File: src/rtl/gen_clock_multi.sv
// Multi-channel glitch-free programmable clock divider with global phase-align sync.
// Optional GEN_CLOCK_MULTI_STROBE_EN adds a ce_rise pulse per channel on each rising toggle.
//
// state       | meaning
// ------------|------------------------------------------------------------
// ST_IDLE     | counter held at 0, clock_out low, pending limit applied at once
// ST_RUN      | counter counts 0..lim_act, toggles clock_out at the limit
// ST_STOPPING | still running; drops to ST_IDLE at the next falling toggle
module gen_clock_multi #(
   parameter int               NUM_CH    = 4,
   parameter int               CNT_W     = 16,
   parameter logic [CNT_W-1:0] LIM_RESET = '0,
   localparam int              CH_W      = (NUM_CH > 1) ? $clog2(NUM_CH) : 1
) (
   input  logic              clock_in,
   input  logic              reset_n,
   input  logic [NUM_CH-1:0] ch_en,
   input  logic              sync,
   input  logic              cfg_we,
   input  logic [CH_W-1:0]   cfg_ch,
   input  logic [CNT_W-1:0]  cfg_lim,
   output logic [NUM_CH-1:0] cfg_pend,
   output logic [NUM_CH-1:0] clock_out
`ifdef GEN_CLOCK_MULTI_STROBE_EN
   ,
   output logic [NUM_CH-1:0] ce_rise
`endif
);

   typedef enum logic [1:0] {
      ST_IDLE     = 2'd0,
      ST_RUN      = 2'd1,
      ST_STOPPING = 2'd2
   } ch_state_t;

   ch_state_t        state    [NUM_CH];
   logic [CNT_W-1:0] cnt      [NUM_CH];
   logic [CNT_W-1:0] lim_act  [NUM_CH];
   logic [CNT_W-1:0] lim_pend [NUM_CH];

   logic [NUM_CH-1:0] wr_hit;
   logic [NUM_CH-1:0] tgl;
   logic [NUM_CH-1:0] apply;

   // Out-of-range channel indices simply match no channel, so the write is dropped.
   always_comb begin
      wr_hit = '0;
      tgl    = '0;
      apply  = '0;
      for (int i = 0; i < NUM_CH; i++) begin
         wr_hit[i] = cfg_we && (int'(cfg_ch) == i);
         tgl[i]    = (state[i] != ST_IDLE) && (cnt[i] >= lim_act[i]);
         apply[i]  = (state[i] == ST_IDLE) || sync || tgl[i];
      end
   end

   always_ff @(posedge clock_in or negedge reset_n) begin
      if (!reset_n) begin
         cfg_pend  <= '0;
         clock_out <= '0;
`ifdef GEN_CLOCK_MULTI_STROBE_EN
         ce_rise   <= '0;
`endif
         for (int i = 0; i < NUM_CH; i++) begin
            state[i]    <= ST_IDLE;
            cnt[i]      <= '0;
            lim_act[i]  <= LIM_RESET;
            lim_pend[i] <= LIM_RESET;
         end
      end else begin
         for (int i = 0; i < NUM_CH; i++) begin
`ifdef GEN_CLOCK_MULTI_STROBE_EN
            ce_rise[i] <= 1'b0;
`endif
            if (wr_hit[i]) lim_pend[i] <= cfg_lim;
            // A write landing on an apply cycle keeps cfg_pend set for the next boundary.
            cfg_pend[i] <= wr_hit[i] | (cfg_pend[i] & ~apply[i]);
            if (apply[i] && cfg_pend[i]) lim_act[i] <= lim_pend[i];

            if (state[i] == ST_IDLE) begin
               cnt[i]       <= '0;
               clock_out[i] <= 1'b0;
               if (ch_en[i]) state[i] <= ST_RUN;
            end else if (sync) begin
               cnt[i]       <= '0;
               clock_out[i] <= 1'b0;
               if (state[i] == ST_STOPPING || !ch_en[i]) state[i] <= ST_IDLE;
               else                                      state[i] <= ST_RUN;
            end else if (tgl[i]) begin
               cnt[i]       <= '0;
               clock_out[i] <= ~clock_out[i];
`ifdef GEN_CLOCK_MULTI_STROBE_EN
               ce_rise[i]   <= ~clock_out[i];
`endif
               if (!ch_en[i] && clock_out[i]) state[i] <= ST_IDLE;
               else if (ch_en[i])              state[i] <= ST_RUN;
               else                            state[i] <= ST_STOPPING;
            end else begin
               cnt[i]   <= cnt[i] + 1'b1;
               state[i] <= ch_en[i] ? ST_RUN : ST_STOPPING;
            end
         end
      end
   end

endmodule

File: config.mk
export PLATFORM = sky130hd
export DESIGN_NAME = gen_clock_multi
export DESIGN_NICKNAME = d
export VERILOG_FILES = /design/src/rtl/gen_clock_multi.sv
export SDC_FILE = /design/constraint.sdc
export NUM_CORES = 1
export LEC_CHECK = 0
export BUFFER_PORTS_ARGS = -buffer_cell sky130_fd_sc_hd__buf_2
export CORE_MARGIN = 5
export CORE_UTILIZATION = 45
export CTS_BUF_LIST = sky130_fd_sc_hd__clkbuf_4 sky130_fd_sc_hd__clkbuf_8 sky130_fd_sc_hd__clkbuf_16
export CTS_CLUSTER_DIAMETER = 40
export DETAILED_ROUTE_END_ITERATION = 16
export SLEW_MARGIN = 5
export SYNTH_ARGS = -nofsm -noshare
export SYNTH_HDL_FRONTEND = slang
export SYNTH_SLANG_ARGS = --single-unit
export TNS_END_PERCENT = 50
File: constraint.sdc
create_clock -name clock_in -period 2.31 [get_ports clock_in]
set_clock_uncertainty 0.05 [all_clocks]
set_input_delay 0.462 -clock clock_in [delete_from_list [all_inputs] [get_ports clock_in]]
set_output_delay 0.462 -clock clock_in [all_outputs]
set_load 0.03 [all_outputs]
# ---- Word level (Yosys, flattened, before mapping)
# Index checks and enable logic that the tools add are counted.
dict set report word_totals {
  register_bits 208
  in_bits 26
  output_inout_bits 8
}
dict set report op_classes {
  n_addsub 4
  order_cmp 4
  eq_ne 11
  n_mux 52
  bitwise 16
  n_reduce_logical 45
}
# op n
set op_table {}
lappend op_table {{$mux W16} 12}
lappend op_table {{$add A16 B1 Y16 const B} 4}
lappend op_table {{$ge A16 B16 Y1} 4}
lappend op_table {{$mux W2} 24}
lappend op_table {{$logic_and A1 B1 Y1} 16}
lappend op_table {{$mux W1} 16}
lappend op_table {{$eq A2 B2 Y1 const B} 6}
lappend op_table {{$logic_or A1 B1 Y1} 12}
lappend op_table {{$reduce_bool A3 Y1} 4}
lappend op_table {{$logic_not A2 Y1} 5}
lappend op_table {{$ne A2 B2 Y1 const B} 4}
lappend op_table {{$not A1 Y1} 8}
lappend op_table {{$reduce_bool A2 Y1} 4}
lappend op_table {{$and A1 B1 Y1} 4}
lappend op_table {{$logic_not A1 Y1} 4}
lappend op_table {{$or A1 B1 Y1} 4}
lappend op_table {{$eq A2 B1 Y1 const B} 1}

# ---- Depth between registers and ports, before layout
dict set report depth {
  ltp_word 6
  depth_mapped 10
  ltp_nobuf 8
}

# ---- Worst setup path after synthesis
# No wires, ideal clock.
dict set report synth_path {
  path_kind {register to register}
  startpoint {register cnt[33] (netlist bit)}
  endpoint {register lim_act[37] (netlist bit)}
  arrival_time_ps 2156
  slack_ps -24
  stages_incl_launch_ff 9
  path_buffers 1
  synth_period_minus_slack_ps 2334
  path_cell_list {dfrtp_1 -> ha_1 -> nor2b_1 -> o211a_1 -> o31ai_1 -> nand3_2 -> o21ai_4 -> buf_6 -> mux2_1}
}
dict set report synth_via {
  elab_chain_len 4
}
# item line_no
set synth_rtl {}
lappend synth_rtl {{start: declaration} 37} ;# logic [CNT_W-1:0] cnt [NUM_CH];
lappend synth_rtl {{start signal: indexed assignment} 99} ;# cnt[i] <= cnt[i] + 1'b1;
lappend synth_rtl {{$ge A16 B16 Y1} 52} ;# tgl[i] = (state[i] != ST_IDLE) && (cnt[i] >= lim_act[i]);
lappend synth_rtl {{$logic_and A1 B1 Y1} 52}
lappend synth_rtl {{$logic_or A1 B1 Y1} 53} ;# apply[i] = (state[i] == ST_IDLE) || sync || tgl[i];
lappend synth_rtl {{$logic_and A1 B1 Y1} 78} ;# if (apply[i] && cfg_pend[i]) lim_act[i] <= lim_pend[i];
lappend synth_rtl {{end signal: indexed assignment} 78}
lappend synth_rtl {{end: declaration} 38} ;# logic [CNT_W-1:0] lim_act [NUM_CH];
# No other way between the ends.
# A chain may end at the register's enable or synchronous reset.

# ---- Worst setup path after layout
dict set report layout_path {
  startpoint {register lim_act[14] (netlist bit)}
  endpoint {register lim_act[10] (netlist bit)}
}
dict set report layout_via {
  elab_chain_len 4
}
# item line_no
set layout_rtl {}
lappend layout_rtl {{$ge A16 B16 Y1} 52}
lappend layout_rtl {{$logic_and A1 B1 Y1} 52}
lappend layout_rtl {{$logic_or A1 B1 Y1} 53}
lappend layout_rtl {{$logic_and A1 B1 Y1} 78}
# No other way between the ends.

==> results_dict.tcl <==
set metrics [dict create \
    ant_nets 0 \
    cts_made_buffers 34 \
    yosys.cell_count.top_type "dfrtp_1" \
    nets 1051 \
    vias_per_cell 5.09 \
    placed_area_um2 10800 \
    grt_pass1_wl_mm 33.2 \
    outcome "complete, but fails checks" \
    syn-cell-area_um2 9950 \
    wl_per_cell_um 15.8 \
    synth-edff-count 0 \
    antenna_cells 0 \
    drive_gt1_share_pct 29.0 \
    crit_end "lim_act[10]$_DFFE_PN0P_" \
    period_share_pct 102 \
    end_kind "flip-flop" \
    grt_pass1_vias 6683 \
    synthArstFlopShare_pct 100 \
    rr_endpoint "lim_act[10]$_DFFE_PN0P_" \
    grt_usage_pct 15.8 \
    num_vias 6427 \
    dp_hpwl_mm 13.4 \
    violations "setup timing" \
    first_pass_iters 4 \
    dieHeight_um 159 \
    power_leakage_nw 5.78 \
    routabilityCongestion 0.746 \
    timing.final.max_slew_violations 0 \
    grt_remaining_overflow 0 \
    antenna_found_initial 1 \
    drt_wl_total_mm 19.9 \
    clk_latency_ps 500 \
    reg2reg_slack_ps -40 \
    clkTransAtPathRegs_ps 60 \
    crit_buf_inv 2 \
    synthTopCellsByCount "dfrtp_1 (208), mux2_2 (102), nor2_1 (91)" \
    powerDensity_nw_per_um2 970 \
    synthTopCellsByArea "dfrtp_1 (52%), mux2_2 (12%), ha_1 (8.5%)" \
    worst_ep_required_time_ps 2640 \
    stdcell_area_um2 12300 \
    critPathKind "reg2reg" \
    yosys.area.top_type "dfrtp_1" \
    path_delay_family "compound AO/OA/AOI/OAI gates" \
    slowest_stage "dfrtp_1" \
    ios 34 \
    rr_startpoint "lim_act[14]$_DFFE_PN0P_" \
    tightest_slew_ps 471 \
    synth-seq-area-share_pct 52.3 \
    synth_cells 857 \
    area_growth_pct 23.4 \
    drv_cap 0 \
    portBuffers 33 \
    grt_max_degree 61 \
    dp_cells 1198 \
    initial_core_util_pct 45.6 \
    setup.worst_path.start "lim_act[14]$_DFFE_PN0P_" \
    htree_levels 2 \
    cp_slowest_stage_delay_ps 400 \
    core_um2 21800 \
    hp-class "in2reg" \
    whs_ps 72.1 \
    post-route-min-period_ps 2350 \
    drt_iter0_drc 254 \
    fmax_ghz 0.425 \
    synth.net_count 951 \
    clock_path_buffers 3 \
    dieWidth_um 159 \
    setup_violations 16 \
    drc 0 \
    path_max_fanout 8 \
    final_cells 1263 \
    cp-start-kind "flip-flop" \
    rsz0062_at_grt "true" \
    cts_tree "yes" \
    r2r_cells 9 \
    ys.flop_type "dfrtp_1" \
    path_cells "inv_2 -> ha_4 -> a21oi_2 -> a21boi_1 -> nor4_2 -> o21ai_4 -> o21ai_4 -> buf_16 -> mux2_2" \
    yosysWarnings 0 \
    postSynthAreaPerCell_um2 11.6 \
    ir_drop_mv 0.627 \
    hold_viol 0 \
    synth_top_area_share_pct 52.3 \
    cts_num_sinks 208 \
    worst-path-stages 9 \
    row_count 54 \
    crit_top_cell "o21ai_4" \
    synth_seq_cells 208 \
    cp.arrival_ps 2680 \
    finalWorstSetupSlack_ps -44.3 \
    synth_cell_types 52 \
    clock-root-buffer "clkbuf_16" \
    holdPathStages 2 \
    dieArea_um2 25200 \
    slew_headroom_pct 68.5 \
    dp_slack_ps -24.4 \
]
-- stage by stage --
| step | total power [W] | setup TNS [ps] | util (%) |
|---|---|---|---|
| after global routing | 0.0126 | -5370 | 56.3 |
| after floorplan | 0.00590 | -47.8 | - |
| after global placement | 0.00639 | 0 | 49.6 |
| after CTS | 0.0120 | -687 | 55.8 |
| final | 0.0119 | -585 | 56.3 |
| after detailed placement | 0.00647 | -285 | 49.6 |
-- power breakdown --
part	internal [W]	switching [W]	total (W)
combinational	0.000962	0.000896	0.00186
clock	0.00362	0.00179	0.00541
sequential	0.00431	0.000334	0.00464
total	0.00889	0.00302	0.0119
-- worst register-to-register path, cell delays in order, from the launching register on --
cell      delay [ps]
dfrtp_1          400
inv_2             80
ha_4             210
a21oi_2          120
a21boi_1          80
nor4_2           390
o21ai_4          140
o21ai_4          250
buf_16           170
mux2_2           330
-- cells in the final DEF (no fill, tap or decap), drive strengths merged, types with 3 or more instances in the layout --
cell type,netlist,final
a211oi,5,5
nor2,91,91
bufinv,0,5
o21a,3,3
nand4,19,19
nand2,49,49
o21ai,18,18
xnor2,22,22
o21bai,3,3
xor2,36,36
and2,3,3
or2,4,4
nand3,31,31
o22ai,15,15
clkbuf,8,46
ha,68,68
nand2b,3,3
nor2b,3,3
inv,76,80
a31oi,3,3
a21oi,23,23
buf,12,81
mux2,113,113
and3,11,11
nor3,6,6
nor4,5,5
dfrtp,208,208
clkinv,1,8
-- layer usage --
metal,global-route usage [%],up-vias,wire (um)
met5,0,-,0
met4,4.77,0,438
met3,3.27,36,713
met2,25.4,82,9460
met1,21.8,3167,9330
li1,-,3142,-
-- state kept, by name (all words and copies together) (netlist names) --
register   count
clock_out      4
state          8
cfg_pend       4
lim_act       64
cnt           64
lim_pend      64
-- how the worst min path moves through the flow --
stage	start	end
2_1_floorplan	reset_n	cfg_pend[0]$_DFF_PN0_
3_3_place_gp	state[7]$_DFFE_PN0P_	state[6]$_DFFE_PN0P_
3_5_place_dp	state[7]$_DFFE_PN0P_	state[6]$_DFFE_PN0P_
4_1_cts	ch_en[2]	state[3]$_DFFE_PN0P_
5_1_grt	ch_en[2]	state[3]$_DFFE_PN0P_
6_report	ch_en[2]	state[3]$_DFFE_PN0P_
-- cell type report --
cell class,count,area [um2]
clock inverter,18,246
tap,280,350
fill,1877,9540
sequential,208,5200
inverter,77,289
clock buffer,44,991
timing repair buffer,84,713
multi-input combinational,552,4490
-- cells by family (layout without fill, tap and decap cells) --
family	Yosys count	in the layout	share of synthesized area [%]
AOI/OAI and AO/OA	81	81	6.18
DFF	208	208	52.3
and+or+nand+nor	232	232	10.9
xor gates and xnor gates	58	58	5.10
adders and majority gates	68	68	8.55
muxes	113	113	12.8
buffers and inverters	97	223	4.17
-- timing repair --
| item | in CTS | in global routing |
|---|---|---|
| setup endpoints to repair | 46 | 94 |
| resized for setup | 15 | 18 |
| buffers inserted | 1 | 0 |
| cloned | 1 | 1 |
| hold buffers | 1 | 0 |
| hold endpoints to repair | 42 | 0 |
| pin swaps | 7 | 10 |
No activity file was read; power rests on OpenSTA's default activity.
